### src/rtl/readout_arbiter.sv
// Round-robin readout of block FIFOs: grants one block, deserialises its 36-bit
// LSB-first word, and presents it on a valid/ready output.
module readout_arbiter #(
   parameter int NUM_BLOCKS = 8,
   parameter int SRC_W      = 3
) (
   input  logic                  fifo_clk,
   input  logic                  fifo_rst,
   input  logic                  enable,
   input  logic [NUM_BLOCKS-1:0] fifo_empty,
   input  logic [NUM_BLOCKS-1:0] fifo_oflow,
   input  logic [NUM_BLOCKS-1:0] fifo_bit,
   output logic [NUM_BLOCKS-1:0] fifo_req,
   output logic [35:0]           word_data,
   output logic [SRC_W-1:0]      word_src,
   output logic                  word_valid,
   input  logic                  word_ready,
   output logic [NUM_BLOCKS-1:0] oflow_sticky,
   input  logic                  clear_oflow,
   output logic                  busy
);

   typedef enum logic [2:0] {S_SCAN, S_REQ, S_SHIFT, S_OUT, S_GUARD} state_t;

   localparam logic [SRC_W:0] NB = (SRC_W+1)'(NUM_BLOCKS);

   state_t                state_q, state_d;
   logic [SRC_W-1:0]      sel_q, sel_d;
   logic [SRC_W-1:0]      ptr_q, ptr_d;
   logic [5:0]            cnt_q, cnt_d;
   logic                  guard_q, guard_d;
   logic                  armed_q;
   logic [NUM_BLOCKS-1:0] req_q, req_d;
   logic [35:0]           word_q, word_d;
   logic [NUM_BLOCKS-1:0] oflow_q;

   logic [SRC_W:0]        shamt;
   logic [NUM_BLOCKS-1:0] rot;
   logic [SRC_W-1:0]      off;
   logic [SRC_W:0]        sum;
   logic [SRC_W-1:0]      pick;
   logic                  any_pend;

   // Rotate the non-empty mask so bit 0 is block ptr+1; the lowest set bit wins.
   always_comb begin
      shamt = {1'b0, ptr_q} + (SRC_W+1)'(1);
      rot   = NUM_BLOCKS'({~fifo_empty, ~fifo_empty} >> shamt);
      off   = '0;
      for (int j = NUM_BLOCKS-1; j >= 0; j--) begin
         if (rot[j]) off = SRC_W'(j);
      end
      sum = shamt + {1'b0, off};
      if (sum >= NB) sum = sum - NB;
      pick     = sum[SRC_W-1:0];
      any_pend = |rot;
   end

   always_comb begin
      state_d = state_q;
      sel_d   = sel_q;
      ptr_d   = ptr_q;
      cnt_d   = cnt_q;
      guard_d = guard_q;
      req_d   = '0;
      word_d  = word_q;
      case (state_q)
         S_SCAN: begin
            if (armed_q && enable && any_pend) begin
               state_d = S_REQ;
               sel_d   = pick;
               req_d   = NUM_BLOCKS'(1) << pick;
            end
         end
         S_REQ: begin
            cnt_d   = '0;
            state_d = S_SHIFT;
         end
         S_SHIFT: begin
            word_d = {fifo_bit[sel_q], word_q[35:1]};
            cnt_d  = cnt_q + 6'd1;
            if (cnt_q == 6'd35) state_d = S_OUT;
         end
         S_OUT: begin
            if (word_ready) begin
               ptr_d   = sel_q;
               guard_d = 1'b0;
               state_d = S_GUARD;
            end
         end
         S_GUARD: begin
            // The second guard cycle doubles as the scan decision, giving a 40-cycle word period.
            if (!guard_q) begin
               guard_d = 1'b1;
            end else if (enable && any_pend) begin
               state_d = S_REQ;
               sel_d   = pick;
               req_d   = NUM_BLOCKS'(1) << pick;
            end else begin
               state_d = S_SCAN;
            end
         end
         default: state_d = S_SCAN;
      endcase
   end

   always_ff @(posedge fifo_clk or posedge fifo_rst) begin
      if (fifo_rst) begin
         state_q <= S_SCAN;
         sel_q   <= '0;
         ptr_q   <= SRC_W'(NUM_BLOCKS-1);
         cnt_q   <= '0;
         guard_q <= 1'b0;
         armed_q <= 1'b0;
         req_q   <= '0;
         word_q  <= '0;
         oflow_q <= '0;
      end else begin
         state_q <= state_d;
         sel_q   <= sel_d;
         ptr_q   <= ptr_d;
         cnt_q   <= cnt_d;
         guard_q <= guard_d;
         armed_q <= 1'b1;
         req_q   <= req_d;
         word_q  <= word_d;
         oflow_q <= (oflow_q & ~{NUM_BLOCKS{clear_oflow}}) | fifo_oflow;
      end
   end

   assign fifo_req     = req_q;
   assign word_data    = word_q;
   assign word_src     = sel_q;
   assign word_valid   = (state_q == S_OUT);
   assign oflow_sticky = oflow_q;
   assign busy         = (state_q != S_SCAN);

endmodule

### config.mk
export PLATFORM = sky130hd
export DESIGN_NAME = readout_arbiter
export DESIGN_NICKNAME = d
export VERILOG_FILES = /design/src/rtl/readout_arbiter.sv
export SDC_FILE = /design/constraint.sdc
export NUM_CORES = 1
export LEC_CHECK = 0
export CORE_MARGIN = 2
export CORE_UTILIZATION = 45
export CTS_CLUSTER_SIZE = 30
export DETAILED_ROUTE_END_ITERATION = 8
export PLACE_DENSITY = 0.77
export SLEW_MARGIN = 15
export SYNTH_ARGS = -nofsm -noshare
export SYNTH_HDL_FRONTEND = slang
export SYNTH_SLANG_ARGS = --single-unit
### constraint.sdc
create_clock -name fifo_clk -period 3.1 [get_ports fifo_clk]
set_input_delay 0.62 -clock fifo_clk [delete_from_list [all_inputs] [get_ports fifo_clk]]
set_output_delay 0.62 -clock fifo_clk [all_outputs]
set_load 0.02 [all_outputs]
==> impl_metrics.json, run 1 <==
{
  "finalHoldViolations": 0,
  "finalNetCount": 500,
  "totalWireLength_um": 8927,
  "clockBufferDepth": 2,
  "p_switching_mw": 2.157,
  "core_sq_um": 7331,
  "synth_top_area_cell": "dfrtp_1",
  "seq_area_frac_synth": 0.5029,
  "grt_use_total": 0.2140,
  "pwr-share-clk": 0.145,
  "clock_latency_ns": 0.34,
  "synth_edf_count": 0,
  "critical_path_arrival_ns": 3.32,
  "syn2layout_area_growth_pct": 45.09,
  "reg2reg_from": "ptr_q[1]",
  "clkTransAtPathRegs_ns": 0.08,
  "ys_top_cells_by_area": "dfrtp_1 (48%), nand2_1 (13%), mux2i_1 (2.3%)",
  "ys_warn_count": 0,
  "gr-total-overflow": 0,
  "cap_violations": 0,
  "rsz0062_at_grt": "yes",
  "relSlewSlack": 0.5766,
  "wl_per_cell_um": 15.61,
  "worst-path-buf-inv": 2,
  "synthArstFlopShare": 1.000,
  "worst_path_largest_cell_delay_ns": 0.59,
  "syn-cell-area_sq_um": 3441,
  "critical_path_class": "reg2reg",
  "antenna_found_initial": 0,
  "fmax_mhz": 325.6,
  "dr.pass1.iters": 4,
  "cts_sinks": 69,
  "final_core_util": 0.6810,
  "hp-class": "reg2reg",
  "port_buffers": 85,
  "syn_avg_cell_area_sq_um": 9.638,
  "die_area_sq_um": 8361,
  "final_antenna_net_count": 0,
  "rows": 31,
  "tightest_slew_ns": 0.6351,
  "via_per_inst": 5.474,
  "place.gp.congestion": 0.9175,
  "slowest_stage": "dfstp_2",
  "drive_above_1_share": 0.2008,
  "n_antenna_cell": 0,
  "cellInternalPower_mw": 2.796,
  "drtIter0Drc": 142,
  "peakVddDrop_v": 0.0006501,
  "period_minus_slack_ns": 3.072,
  "startpoint": "ptr_q[1]",
  "dp_hpwl_um": 5986,
  "critPathMaxFanout": 8,
  "grt_pass1_vias": 3043,
  "power_leakage_nw": 2.308,
  "die_x_um": 91.44,
  "status": "completed",
  "critical_path.top_delay_family": "simple AND/OR/NAND/NOR gates",
  "ctsRootBufferMaster": "clkbuf_8",
  "synth_fp_nets": 389,
  "drcViolationCount": 0,
  "htree_levels": 3,
  "final-setup-viol-count": 0,
  "cts_buffers": 9,
  "grt_pass1_wl_um": 14380,
  "critPathRequiredTime_ns": 3.35,
  "grt_max_degree": 70,
  "worstSetupEndpointType": "register",
  "syn_inst": 357,
  "start_kind": "register",
  "start_util": 0.4694,
  "power.share.sequential": 0.297,
  "drv_slew": 0,
  "vias": 3131,
  "hp-start": "oflow_sticky[5]",
  "synth_top_cell_area_share": 0.4800,
  "path_cells": "buf_12, mux2i_4, and2b_1, a211oi_2, nor2_1, o21ai_1, ha_2, fa_2, buf_4, nand3b_1, nor3_2",
  "yosys.cell_types.count": 63,
  "ioPinCount": 86,
  "die_height_um": 91.44,
  "final.period_utilization": 0.9908,
  "finalClockSkew_ns": 0.01457,
  "ys.flop_type": "dfrtp_1",
  "powerDensity_nw_per_um2": 992.1,
  "p_comb_frac": 0.559,
  "cts_tree": "yes",
  "ys_ff_latch": 69,
  "finalPower_mw": 4.953,
  "netSwitchingFraction": 0.4355
}
-- path summary, 6_finish.rpt --
path	end	slack [ns]	cells after the start
worst max-delay path	fifo_req[6]	0.03	11
worst min-delay path	oflow_sticky[5]	0.48	1
worst max register to register	fifo_req[6]	0.03	11
worst min register to register	oflow_sticky[5]	0.48	1
max in group asynchronous	ptr_q[1]	2.11	3
min in group asynchronous	oflow_sticky[2]	0.69	3
-- layer usage --
metal / track usage / vias up / part of all wire
met5: 0 / - / 0
met4: 0.08207 / 0 / 0.025
met3: 0.05560 / 19 / 0.060
met2: 0.3572 / 110 / 0.50
met1: 0.2656 / 1525 / 0.41
li1: - / 1477 / -
-- area by class of cell --
| class | count | area (sq um) |
|---|---|---|
| fillers | 562 | 2338 |
| multi-input cells | 265 | 1779 |
| flip-flops and latches | 69 | 1730 |
| repair buffers | 115 | 1131 |
| clock buffers | 9 | 123.9 |
| well taps | 99 | 123.9 |
| clock inverters | 7 | 73.82 |
| inverters | 8 | 30.03 |
-- layout by cell type, fill, tap and decap left out, drive strengths merged, types with 3 or more instances in the layout --
master,Yosys,routed
nor2b,5,5
nand3,11,11
nor3b,3,3
clkbuf,11,10
mux2i,13,13
o21ai,14,14
a221oi,4,4
dlymetal6s2s,0,6
nand2,116,116
mux2,6,6
nor3,6,6
a21oi,11,11
a21o,10,10
inv,8,9
buf,4,29
dfrtp,66,66
dfstp,3,3
a211oi,5,5
clkinv,0,4
nor2,13,13
clkdlybuf4s50,0,77
-- metrics by stage --
| stage | setup slack, ns | hold WS, ns | TNS [ns] | cells | area (sq um) |
|---|---|---|---|---|---|
| after floorplan | 0.09546 | 0.4472 | 0 | 357 | 3441 |
| after global placement | -0.2705 | 0.4572 | -2.316 | 548 | 4534 |
| after detailed placement | -0.4029 | 0.4687 | -2.967 | 548 | 4534 |
| after CTS | 0.01093 | 0.4879 | 0 | 564 | 4763 |
| after global routing | -0.1083 | 0.5010 | -0.4657 | 572 | 4992 |
| final | 0.02843 | 0.4838 | 0 | 572 | 4992 |
-- sequential cells by signal, summed over array words and instances, names as in the netlist --
name / flops
word_src: 3
guard_q: 1
fifo_req: 8
armed_q: 1
state_q: 3
oflow_sticky: 8
word_data: 36
cnt_q: 6
ptr_q: 3
-- synthesized netlist by cell type, drive strengths merged, types with 3 or more instances --
library cell  instances
clkbuf               11
o21ai                14
buf                   4
a221oi                4
dfstp                 3
inv                   8
nor2b                 5
a21oi                11
nand2               116
nor2                 13
nor3                  6
mux2i                13
a21o                 10
nand3                11
nor3b                 3
mux2                  6
a211oi                5
dfrtp                66
-- logic make-up after synthesis --
| family | after synthesis | synth area share |
|---|---|---|
| simple gates | 167 | 0.2095 |
| compound gates | 71 | 0.1593 |
| flops | 69 | 0.5029 |
| buf+inv | 23 | 0.02946 |
| mux | 21 | 0.07963 |
| fa+ha+maj | 3 | 0.01309 |
| xor+xnor | 2 | 0.005092 |
| other cells | 1 | 0.001090 |
-- power groups by stage --
stage,clock network (mW),logic [mW],registers [mW]
2_1_floorplan,0,1.37,1.58
3_3_place_gp,0,2.38,1.45
3_5_place_dp,0,2.44,1.46
4_1_cts,0.741,2.48,1.45
5_1_grt,0.778,3.00,1.51
6_report,0.718,2.77,1.47
-- timing repair --
item,in CTS,in global routing
pin swaps,0,13
endpoints found under the hold margin,0,0
hold buffers,0,0
endpoints found under the setup margin,1,9
buffers inserted,0,7
cloned,0,1
gates resized for setup,7,34
(Power assumes the default switching activity.)
==> inputs of run 2 (changes only) <==
Settings changed: ABC_AREA set to 1, CAP_MARGIN set to 20, CORE_UTILIZATION 45 to 44, PLACE_DENSITY 0.77 to 0.76.
==> run 2 against run 1 <==
Compared with the run above:
- global-route usage down 1.5 points
- combinational power is 26% lower
- sequential share of layout area grew 3.9 points
- die area fell by 2.7%
- non-clock buffer count shrank 22
- sequential cell count unchanged
- clock skew is 0.0058 ns lower
- via count down 9.7%
- register-to-register slack better by 0.28 ns
- design area decreased by 10%
- first-iteration DRC count decreased by 13%
- critical path type is now in2reg
- critical endpoint is now word_src[2]
- largest cell class is now sequential cells
- largest power group unchanged
- highest routed layer unchanged
==> impl_metrics.json, run 2 <==
{
  "ioPinCount": 86,
  "antenna_found_initial": 0,
  "final-setup-viol-count": 0,
  "grt_use_total": 0.1987,
  "clock_latency_ns": 0.33,
  "grt_max_degree": 70,
  "clkTransAtPathRegs_ns": 0.08,
  "synth_top_cell_area_share": 0.5054,
  "critical_path_arrival_ns": 3.09,
  "critPathMaxFanout": 4,
  "totalWireLength_um": 7604,
  "tightest_slew_ns": 0.7175,
  "cap_violations": 0,
  "cts_hold_buf": 0,
  "final.period_utilization": 0.9269,
  "final_antenna_net_count": 0,
  "mostFrequentLayoutCell": "nand2_1",
  "fillers": 654,
  "core_sq_um": 7214,
  "syn_inst": 392,
  "hp-class": "reg2reg",
  "drv_slew": 0,
  "syn-cell-area_sq_um": 3268,
  "synth_edf_count": 0,
  "period_minus_slack_ns": 2.873,
  "htree_levels": 3,
  "place.gp.congestion": 0.8433,
  "relSlewSlack": 0.5211,
  "start_kind": "primary input",
  "place_ws_ns": -0.1767,
  "cts_sinks": 69,
  "via_per_inst": 4.810,
  "ys.flop_type": "dfrtp_1",
  "syn2layout_area_growth_pct": 37.21,
  "start_util": 0.4530,
  "synthArstFlopShare": 1.000,
  "r2r_cells": 19,
  "finalPower_mw": 4.176,
  "cts_buffers": 9,
  "largest_register_ffs": 36,
  "n_antenna_cell": 0,
  "critical_path_class": "in2reg",
  "port_buffers": 85,
  "fmax_mhz": 348.0,
  "place_inst": 571,
  "finalHoldViolations": 0,
  "synth_commonest_cells": "nand2_1 (147), dfrtp_1 (66), nand3_1 (39), inv_1 (30), nor2_1 (17)",
  "placed_cell_area_sq_um": 4252,
  "powerDensity_nw_per_um2": 931.3,
  "cts_tree": "yes",
  "drive_above_1_share": 0.1227,
  "rows": 31,
  "peakVddDrop_v": 0.0006146,
  "die_height_um": 90.19,
  "multiInputGateArea_sq_um": 1351,
  "instances_no_fill": 588,
  "die_x_um": 90.19,
  "ctsRootBufferMaster": "clkbuf_8",
  "drcViolationCount": 0,
  "grt_pass1_wl_um": 13270,
  "wl_per_cell_um": 12.93,
  "grt_pass1_vias": 2825,
  "syn_avg_cell_area_sq_um": 8.337,
  "vias": 2828,
  "fin_tns_setup_ns": 0,
  "seq_area_frac_synth": 0.5295,
  "ys_ff_latch": 69,
  "status": "completed",
  "power_leakage_nw": 2.238,
  "rsz0062_at_grt": "no",
  "final-seq-area_sq_um": 1730,
  "finalNetCount": 516,
  "synth_fp_nets": 424,
  "worstSetupEndpointType": "register",
  "synth_most_common_cell": "nand2_1",
  "layout_common_cells": "nand2_1 (146), clkdlybuf4s50_1 (83), dfrtp_1 (66)",
  "gr-total-overflow": 0,
  "finalWorstSetupSlack_ns": 0.2267,
  "ys_top_cells_by_area": "dfrtp_1 (51%), nand2_1 (17%), nand3_1 (6.0%)",
  "drtIter0Drc": 123,
  "finalClockSkew_ns": 0.008772,
  "synth_top_area_cell": "dfrtp_1",
  "hold_depth": 2,
  "fin_area_sq_um": 4484,
  "dr.pass1.iters": 4,
  "clockBufferDepth": 2,
  "yosys.cell_types.count": 37,
  "critPathRequiredTime_ns": 3.32,
  "ys_warn_count": 0,
  "die_area_sq_um": 8133,
  "dp_hpwl_um": 5505
}
run 2: cell type report:
| type | instances | share of cell area |
|---|---|---|
| clock inverters | 6 | 0.01953 |
| flip-flops and latches | 69 | 0.3859 |
| repair buffers | 93 | 0.2065 |
| well taps | 99 | 0.02762 |
| inverters | 34 | 0.03069 |
| multi-input cells | 277 | 0.3013 |
| clock buffers | 10 | 0.02846 |
run 2: logic make-up (layout without fill, tap and decap cells):
| group | count (synthesis) | after routing | synth area share |
|---|---|---|---|
| AND/OR/NAND/NOR | 236 | 236 | 0.3231 |
| buffers and inverters | 46 | 143 | 0.06087 |
| AO/OA/AOI/OAI | 35 | 35 | 0.06623 |
| XOR/XNOR | 2 | 2 | 0.005361 |
| flip-flops | 69 | 69 | 0.5295 |
| adder cells (fa/ha/maj) | 3 | 3 | 0.01378 |
| other | 1 | 1 | 0.001147 |
run 2: report_power, final:
group / internal [mW] / switching (mW) / total [mW]
clock network: 0.453 / 0.334 / 0.787
logic: 0.787 / 1.26 / 2.05
registers: 1.12 / 0.218 / 1.34
total: 2.36 / 1.81 / 4.18
run 2: worst max-delay path, cell delays in order:
cell	delay [ns]
clkdlybuf4s50_1	0.50
nand2_1	0.08
nand3_1	0.11
nand3_1	0.09
nand2_2	0.07
inv_1	0.04
o21ai_1	0.10
nand2_1	0.06
nand2_1	0.05
nand2_1	0.04
nand2_1	0.05
nand2_1	0.05
ha_1	0.18
fa_1	0.37
xor2_1	0.16
nand3b_1	0.18
nand2_2	0.10
inv_2	0.06
nand2_4	0.09
o21ai_2	0.05
run 2: routing by layer:
| metal | vias to the layer above | GRT usage | wire (um) |
|---|---|---|---|
| li1 | 1423 | - | - |
| met1 | 1314 | 0.2493 | 3312 |
| met2 | 84 | 0.3409 | 3787 |
| met3 | 7 | 0.05448 | 455 |
| met4 | 0 | 0.05128 | 48 |
| met5 | - | 0 | 0 |
run 2: stage by stage:
step	utilization	hold WS [ns]
4_1_cts	0.6191	0.4862
6_report	0.6216	0.4789
3_5_place_dp	0.5893	0.4670
5_1_grt	0.6216	0.5147
2_1_floorplan	-	0.4874
3_3_place_gp	0.5893	0.4558
run 2: timing repair:
action | CTS | global route
setup endpoints to repair | 0 | 8
resized for setup | 0 | 5
setup buffers | 0 | 1
run 2: final timing paths:
path                          startpoint      endpoint  slack, ns
max reg2reg                     ptr_q[1]   word_src[2]       0.31
max in group asynchronous       fifo_rst      ptr_q[0]       2.09
min reg2reg                 word_data[0]  word_data[0]       0.48
max                        fifo_empty[6]   word_src[2]       0.23
min in group asynchronous       fifo_rst  word_data[5]       0.69
min                         word_data[0]  word_data[0]       0.48
